$ cat config.mk
export PLATFORM = sky130hd
export DESIGN_NAME = button_ctrl
export DESIGN_NICKNAME = d
export VERILOG_FILES = /design/src/rtl/timer_pkg.sv /design/src/rtl/btn_fsm.sv /design/src/rtl/button_ctrl.sv
export SDC_FILE = /design/constraint.sdc
export NUM_CORES = 1
export LEC_CHECK = 0
export ABC_AREA = 0
export BUFFER_PORTS_ARGS = -buffer_cell sky130_fd_sc_hd__buf_2
export CELL_PAD_IN_SITES_DETAIL_PLACEMENT = 1
export CELL_PAD_IN_SITES_GLOBAL_PLACEMENT = 1
export CORE_UTILIZATION = 30
export DETAILED_ROUTE_END_ITERATION = 7
export PLACE_DENSITY_LB_ADDON = 0.3
export SLEW_MARGIN = 20
export SYNTH_ARGS = -nofsm -noshare
export SYNTH_HDL_FRONTEND = slang
export SYNTH_HIERARCHICAL = 1
export SYNTH_SLANG_ARGS = --single-unit
export TNS_END_PERCENT = 100
$ cat constraint.sdc
create_clock -name in_clk -period 5.1 [get_ports in_clk]
set_input_delay 0.51 -clock in_clk [delete_from_list [all_inputs] [get_ports in_clk]]
set_output_delay 0.51 -clock in_clk [all_outputs]
set_load 0.005 [all_outputs]
$ cat src/rtl/timer_pkg.sv
// Shared definitions for the push-button controller.
//
// Contents:
//   btn_state_t      - per-channel FSM state encoding (IDLE, ARM, HELD, RPT, REL)
//   DEF_*_TICKS      - default tick counts for debounce, hold and auto-repeat
//   max3 / cnt_width - helpers that size the per-channel tick counter
package timer_pkg;

    typedef enum logic [2:0] {
        IDLE = 3'd0,
        ARM  = 3'd1,
        HELD = 3'd2,
        RPT  = 3'd3,
        REL  = 3'd4
    } btn_state_t;

    localparam int DEF_DB_TICKS     = 16;
    localparam int DEF_HOLD_TICKS   = 500;
    localparam int DEF_REPEAT_TICKS = 100;

    function automatic int max3(input int a, input int b, input int c);
        int m;
        m = a;
        if (b > m) m = b;
        if (c > m) m = c;
        return m;
    endfunction

    // One spare bit above clog2 so the largest terminal value always fits.
    function automatic int cnt_width(input int db, input int hold, input int rpt);
        return $clog2(max3(db, hold, rpt)) + 1;
    endfunction

endpackage

$ cat src/rtl/btn_fsm.sv
// Per-channel debounce / hold / auto-repeat state machine.
//
// Ports:
//   in_clk       - system clock, rising edge
//   rst          - synchronous active-high reset
//   tick_en      - sample strobe; the FSM and its counter move only when high
//   raw_s        - synchronized button level (1 = pressed)
//   level        - debounced button state (1 in HELD, RPT, REL)
//   press_pulse  - one-cycle pulse when a press is accepted
//   repeat_pulse - one-cycle pulse for each auto-repeat event
//
// state | meaning
// ------+----------------------------------------------------------
// IDLE  | released and stable
// ARM   | pressed seen, counting DB_TICKS equal samples to accept it
// HELD  | accepted press, counting HOLD_TICKS towards auto-repeat
// RPT   | auto-repeating, one repeat_pulse every REPEAT_TICKS
// REL   | release seen, counting DB_TICKS equal samples to accept it
module btn_fsm
    import timer_pkg::*;
#(
    parameter int DB_TICKS     = DEF_DB_TICKS,
    parameter int HOLD_TICKS   = DEF_HOLD_TICKS,
    parameter int REPEAT_TICKS = DEF_REPEAT_TICKS,
    parameter int CNT_W        = cnt_width(DEF_DB_TICKS, DEF_HOLD_TICKS, DEF_REPEAT_TICKS)
) (
    input  logic in_clk,
    input  logic rst,
    input  logic tick_en,
    input  logic raw_s,
    output logic level,
    output logic press_pulse,
    output logic repeat_pulse
);

    localparam logic [CNT_W-1:0] CNT_ONE   = CNT_W'(1);
    localparam logic [CNT_W-1:0] DB_LAST   = CNT_W'(DB_TICKS - 1);
    localparam logic [CNT_W-1:0] HOLD_LAST = CNT_W'(HOLD_TICKS - 1);
    localparam logic [CNT_W-1:0] RPT_LAST  = CNT_W'(REPEAT_TICKS - 1);

    btn_state_t       state;
    logic [CNT_W-1:0] cnt;

    // level is updated on the two transitions that cross the IDLE/ARM vs
    // HELD/RPT/REL boundary, so it always matches the registered state.
    always_ff @(posedge in_clk) begin
        if (rst) begin
            state        <= IDLE;
            cnt          <= '0;
            level        <= 1'b0;
            press_pulse  <= 1'b0;
            repeat_pulse <= 1'b0;
        end else begin
            press_pulse  <= 1'b0;
            repeat_pulse <= 1'b0;
            if (tick_en) begin
                case (state)
                    IDLE: begin
                        if (raw_s) begin
                            state <= ARM;
                            cnt   <= CNT_ONE;
                        end else begin
                            cnt   <= '0;
                        end
                    end
                    ARM: begin
                        if (!raw_s) begin
                            state <= IDLE;
                            cnt   <= '0;
                        end else if (cnt == DB_LAST) begin
                            state       <= HELD;
                            cnt         <= '0;
                            level       <= 1'b1;
                            press_pulse <= 1'b1;
                        end else begin
                            cnt   <= cnt + CNT_ONE;
                        end
                    end
                    HELD: begin
                        if (!raw_s) begin
                            state <= REL;
                            cnt   <= CNT_ONE;
                        end else if (cnt == HOLD_LAST) begin
                            state        <= RPT;
                            cnt          <= '0;
                            repeat_pulse <= 1'b1;
                        end else begin
                            cnt   <= cnt + CNT_ONE;
                        end
                    end
                    RPT: begin
                        if (!raw_s) begin
                            state <= REL;
                            cnt   <= CNT_ONE;
                        end else if (cnt == RPT_LAST) begin
                            cnt          <= '0;
                            repeat_pulse <= 1'b1;
                        end else begin
                            cnt   <= cnt + CNT_ONE;
                        end
                    end
                    REL: begin
                        // A bounce back to pressed resumes the hold phase
                        // without announcing a new press.
                        if (raw_s) begin
                            state <= HELD;
                            cnt   <= '0;
                        end else if (cnt == DB_LAST) begin
                            state <= IDLE;
                            cnt   <= '0;
                            level <= 1'b0;
                        end else begin
                            cnt   <= cnt + CNT_ONE;
                        end
                    end
                    default: begin
                        state <= IDLE;
                        cnt   <= '0;
                        level <= 1'b0;
                    end
                endcase
            end
        end
    end

endmodule

$ cat src/rtl/button_ctrl.sv
// Multi-channel push-button controller: synchronizes raw button levels and
// runs one debounce / hold / auto-repeat FSM per channel.
//
// Ports:
//   in_clk       - system clock, rising edge
//   rst          - synchronous active-high reset
//   tick_en      - one-cycle sample strobe from the debounce divider
//   btn_raw      - raw asynchronous button levels, 1 = pressed
//   btn_level    - debounced button state per channel
//   press_pulse  - one-cycle pulse per accepted press
//   repeat_pulse - one-cycle pulse per auto-repeat event
module button_ctrl
    import timer_pkg::*;
#(
    parameter int N_BTN        = 4,
    parameter int DB_TICKS     = DEF_DB_TICKS,
    parameter int HOLD_TICKS   = DEF_HOLD_TICKS,
    parameter int REPEAT_TICKS = DEF_REPEAT_TICKS
) (
    input  logic             in_clk,
    input  logic             rst,
    input  logic             tick_en,
    input  logic [N_BTN-1:0] btn_raw,
    output logic [N_BTN-1:0] btn_level,
    output logic [N_BTN-1:0] press_pulse,
    output logic [N_BTN-1:0] repeat_pulse
);

    localparam int CNT_W = cnt_width(DB_TICKS, HOLD_TICKS, REPEAT_TICKS);

    logic [N_BTN-1:0] sync_meta;
    logic [N_BTN-1:0] raw_s;

    // Two-flop synchronizer; it runs every cycle, independent of tick_en.
    always_ff @(posedge in_clk) begin
        if (rst) begin
            sync_meta <= '0;
            raw_s     <= '0;
        end else begin
            sync_meta <= btn_raw;
            raw_s     <= sync_meta;
        end
    end

    for (genvar i = 0; i < N_BTN; i++) begin : g_chan
        btn_fsm #(
            .DB_TICKS     (DB_TICKS),
            .HOLD_TICKS   (HOLD_TICKS),
            .REPEAT_TICKS (REPEAT_TICKS),
            .CNT_W        (CNT_W)
        ) u_fsm (
            .in_clk       (in_clk),
            .rst          (rst),
            .tick_en      (tick_en),
            .raw_s        (raw_s[i]),
            .level        (btn_level[i]),
            .press_pulse  (press_pulse[i]),
            .repeat_pulse (repeat_pulse[i])
        );
    end

endmodule
==> metrics.md <==
| Metric | Value |
|---|---|
| Status | complete, no violations |
| Top_reg_cell synth | dfxtp_1 |
| Commonest non-fill, non-tap cell in the layout | dfxtp_1 |
| CP bufs+invs | 2 |
| Worst setup EP type | flop |
| Max incr delay on CP | between 600 and 700 ps |
| Pwr dens | 261 nW/um2 |
| I/O pins | 19 |
| Cells after synthesis | between 500 and 600 |
| Fmax | roughly 0.46 GHz |
| Setup WS pre-CTS | between 2000 and 3000 ps |
| # hold bufs at CTS | 0 |
| HP Class | in -> reg |
| Synthesized flop and latch total | 72 |
| Hold Vio Cnt, Final | 0 |
| Clock sinks | around 70 |
| Pre-antenna DRT Iters | 4 |
| Total gr overflow | 0 |
| Netlist cell types | 53 |
| Row count | 43 |
| Worst path arrival time | 2400 ps |
| GPL Wtd Cong | 0.755 |
| Synthesized area | 4370 um2 |
| Global-route wire length before repair | 19,500 um |
| Crit path required time | approximately 5400 ps |
| Most frequent cells in the layout | 72 x dfxtp_1, 52 x a21oi_1, 42 x nand2_1 |
| Post-synth EDFFs | 0 |
| Post-synth ARST share | 0 |
| Crit-path leading delay family | compound AO/OA/AOI/OAI gates |
| Die width | approximately 120 um |
| CTS Root Cell | clkbuf_16 |
| CTS H-Tree Depth | 3 |
| Number of setup buffers added after CTS | 0 |
| Number of global-route vias before repair | 4,032 |
| Largest net degree at the start of global routing | between 40 and 50 |
| Post-route DRC violation count | 0 |
| Crit Path Max Fanout | between 40 and 50 |
| Fin nets | ~550 |
| Critical path class | in -> reg |
| Syn. warnings | 6 |
| Post-DP HPWL | ~7500 um |
| Buffers on Ports | 18 |
| Ratio of final minimum period to clock period | 0.422 |
| Fin area | 4840 um2 |
| Drt via density | ~5.5 |
| Core area | 14,000 um2 |
| Initial Util | 0.312 |
| Final std cells w/o fill | around 700 |
| Final WS setup | 2950 ps |
| Crit path time final | approximately 2200 ps |
| Final Setup Violations | 0 |
| Clock Latency Late Sink | between 300 and 400 ps |
| Clock Skew | between 6 and 7 ps |
| Worst path cell trace | buf_2 > buf_4 > nand3_1 > a21oi_1 > o21ai_1 > a211oi_1 |
| Post-CTS sizing | 0 |
| Sequential share of the synthesized area | 0.330 |
| Leak | 0.00163 uW |
| DRT Wirelength | about 11,000 um |
| CTS Buf Count | 9 |
| DR vias | roughly 4k |
| Least-Margin Pin Slew | 921 ps |
| Slew Limit Fails | 0 |
| VDD IR max | ~170 uV |
| Placed insts | between 700 and 800 |
| DR WL/cell | 15.9 um |
| MaxCap Viol Count | 0 |
| Die footprint | between 15,000 and 20,000 um2 |
| Synthesized area per cell | between 8 and 9 um2 |
| Slew headroom | 0.386 |
| CTS Buffer Depth | 2 |
| Post-DP Area | ~4500 um2 |
| Setup TNS | 0 ps |
| Routed Antenna Nets | 0 |
| Clock-pin slew on the worst setup and hold paths | about 60 ps |
| Initial antenna violation count | 0 |
| Mapped Nets | approximately 550 |
| RSZ-0062 raised after global routing | false |
| GRT Overall Usage | 0.164 |
| Area added between synthesis and finish | 10.8% |
| Startpoint Class | input pin |
| Ant. Diodes | 0 |
| Initial DRC Count | 204 |
| CTS tree | done |
| Die height | approximately 120 um |
| Max stage delay cell, worst path | a21oi_1 |
| Share of cells above drive strength 1 | 0.0983 |
## worst register-to-register path, cell delays in order, from the launching register on
cell and delay (ps):
dfxtp_1 550, or3b_1 390, a21oi_1 240, and2_1 460, o21ai_0 160, a211oi_1 240
## path summary, 6_finish.rpt
path	from	to	slack, ps	cells past startpoint
worst min register to register	sync_meta[2]	raw_s[2]	440	1
worst max-delay path	tick_en	g_chan[1].u_fsm/cnt[3]	2950	6
worst max register to register	g_chan[2].u_fsm/state[2]	g_chan[2].u_fsm/cnt[3]	2960	5
worst min-delay path	btn_raw[1]	sync_meta[1]	380	2
## where the power goes
group | switching [uW] | internal [uW]
combinational | 32.0 | 17.2
sequential | 7.31 | 567
clock | 261 | 378
## through the flow
stage                     hold slack, ps   util  power, uW
after detailed placement             429  0.324        637
after global placement               419  0.324        635
after global routing                 392  0.345       1320
final                                380  0.345       1260
after CTS                            373  0.345       1290
after floorplan                      414      -        618
## cell type report
type | count | area (um2)
Clock inverter | 7 | 72.6
Multi-Input combinational cell | 426 | 2750
Tap cell | 180 | 225
Clock buffer | 9 | 225
Inverter | 4 | 15.0
Timing Repair Buffer | 21 | 113
Sequential cell | 72 | 1440
Fill cell | 1652 | 9200
## metal layers
| metal | GRT usage | share of wire |
|---|---|---|
| met1 | 0.203 | 0.49 |
| met2 | 0.278 | 0.48 |
| met3 | 0.0335 | 0.019 |
| met4 | 0.0602 | 0.012 |
| met5 | 0 | 0 |
## kinds of logic after synthesis
group	Yosys count	synth area share
AOI/OAI and AO/OA	152	0.236
xor gates and xnor gates	16	0.0320
adders and majority gates	4	0.0114
buffers and inverters	42	0.0412
DFF	72	0.330
muxes	12	0.0275
and+or+nand+nor	242	0.322
## cells in the mapped netlist (8+ instances only)
cell      number  area share
a21oi_1       52       0.059
xor2_1        10       0.020
nand3b_1       8       0.014
nor3b_1       12       0.021
nand3_1       18       0.021
nand2_1       42       0.036
nor2b_1       32       0.046
dfxtp_1       72        0.33
nor3_1        18       0.021
mux2i_1       12       0.027
clkbuf_1      30       0.026
nor2_1        28       0.024
o21ai_1        8      0.0092
nand2b_1      30       0.043
o211ai_1      16       0.027
nand4_1        8       0.011
o221ai_1      12       0.024
and2_1        10       0.014
o21ai_0       16       0.018
## state kept, by name (all words and copies together) (netlist names)
signal and cells:
g_chan.u_fsm/cnt 40, g_chan.u_fsm/level 4, g_chan.u_fsm/press_pulse 4, g_chan.u_fsm/repeat_pulse 4, g_chan.u_fsm/state 12, raw_s 4, sync_meta 4
(Power assumes the default switching activity.)
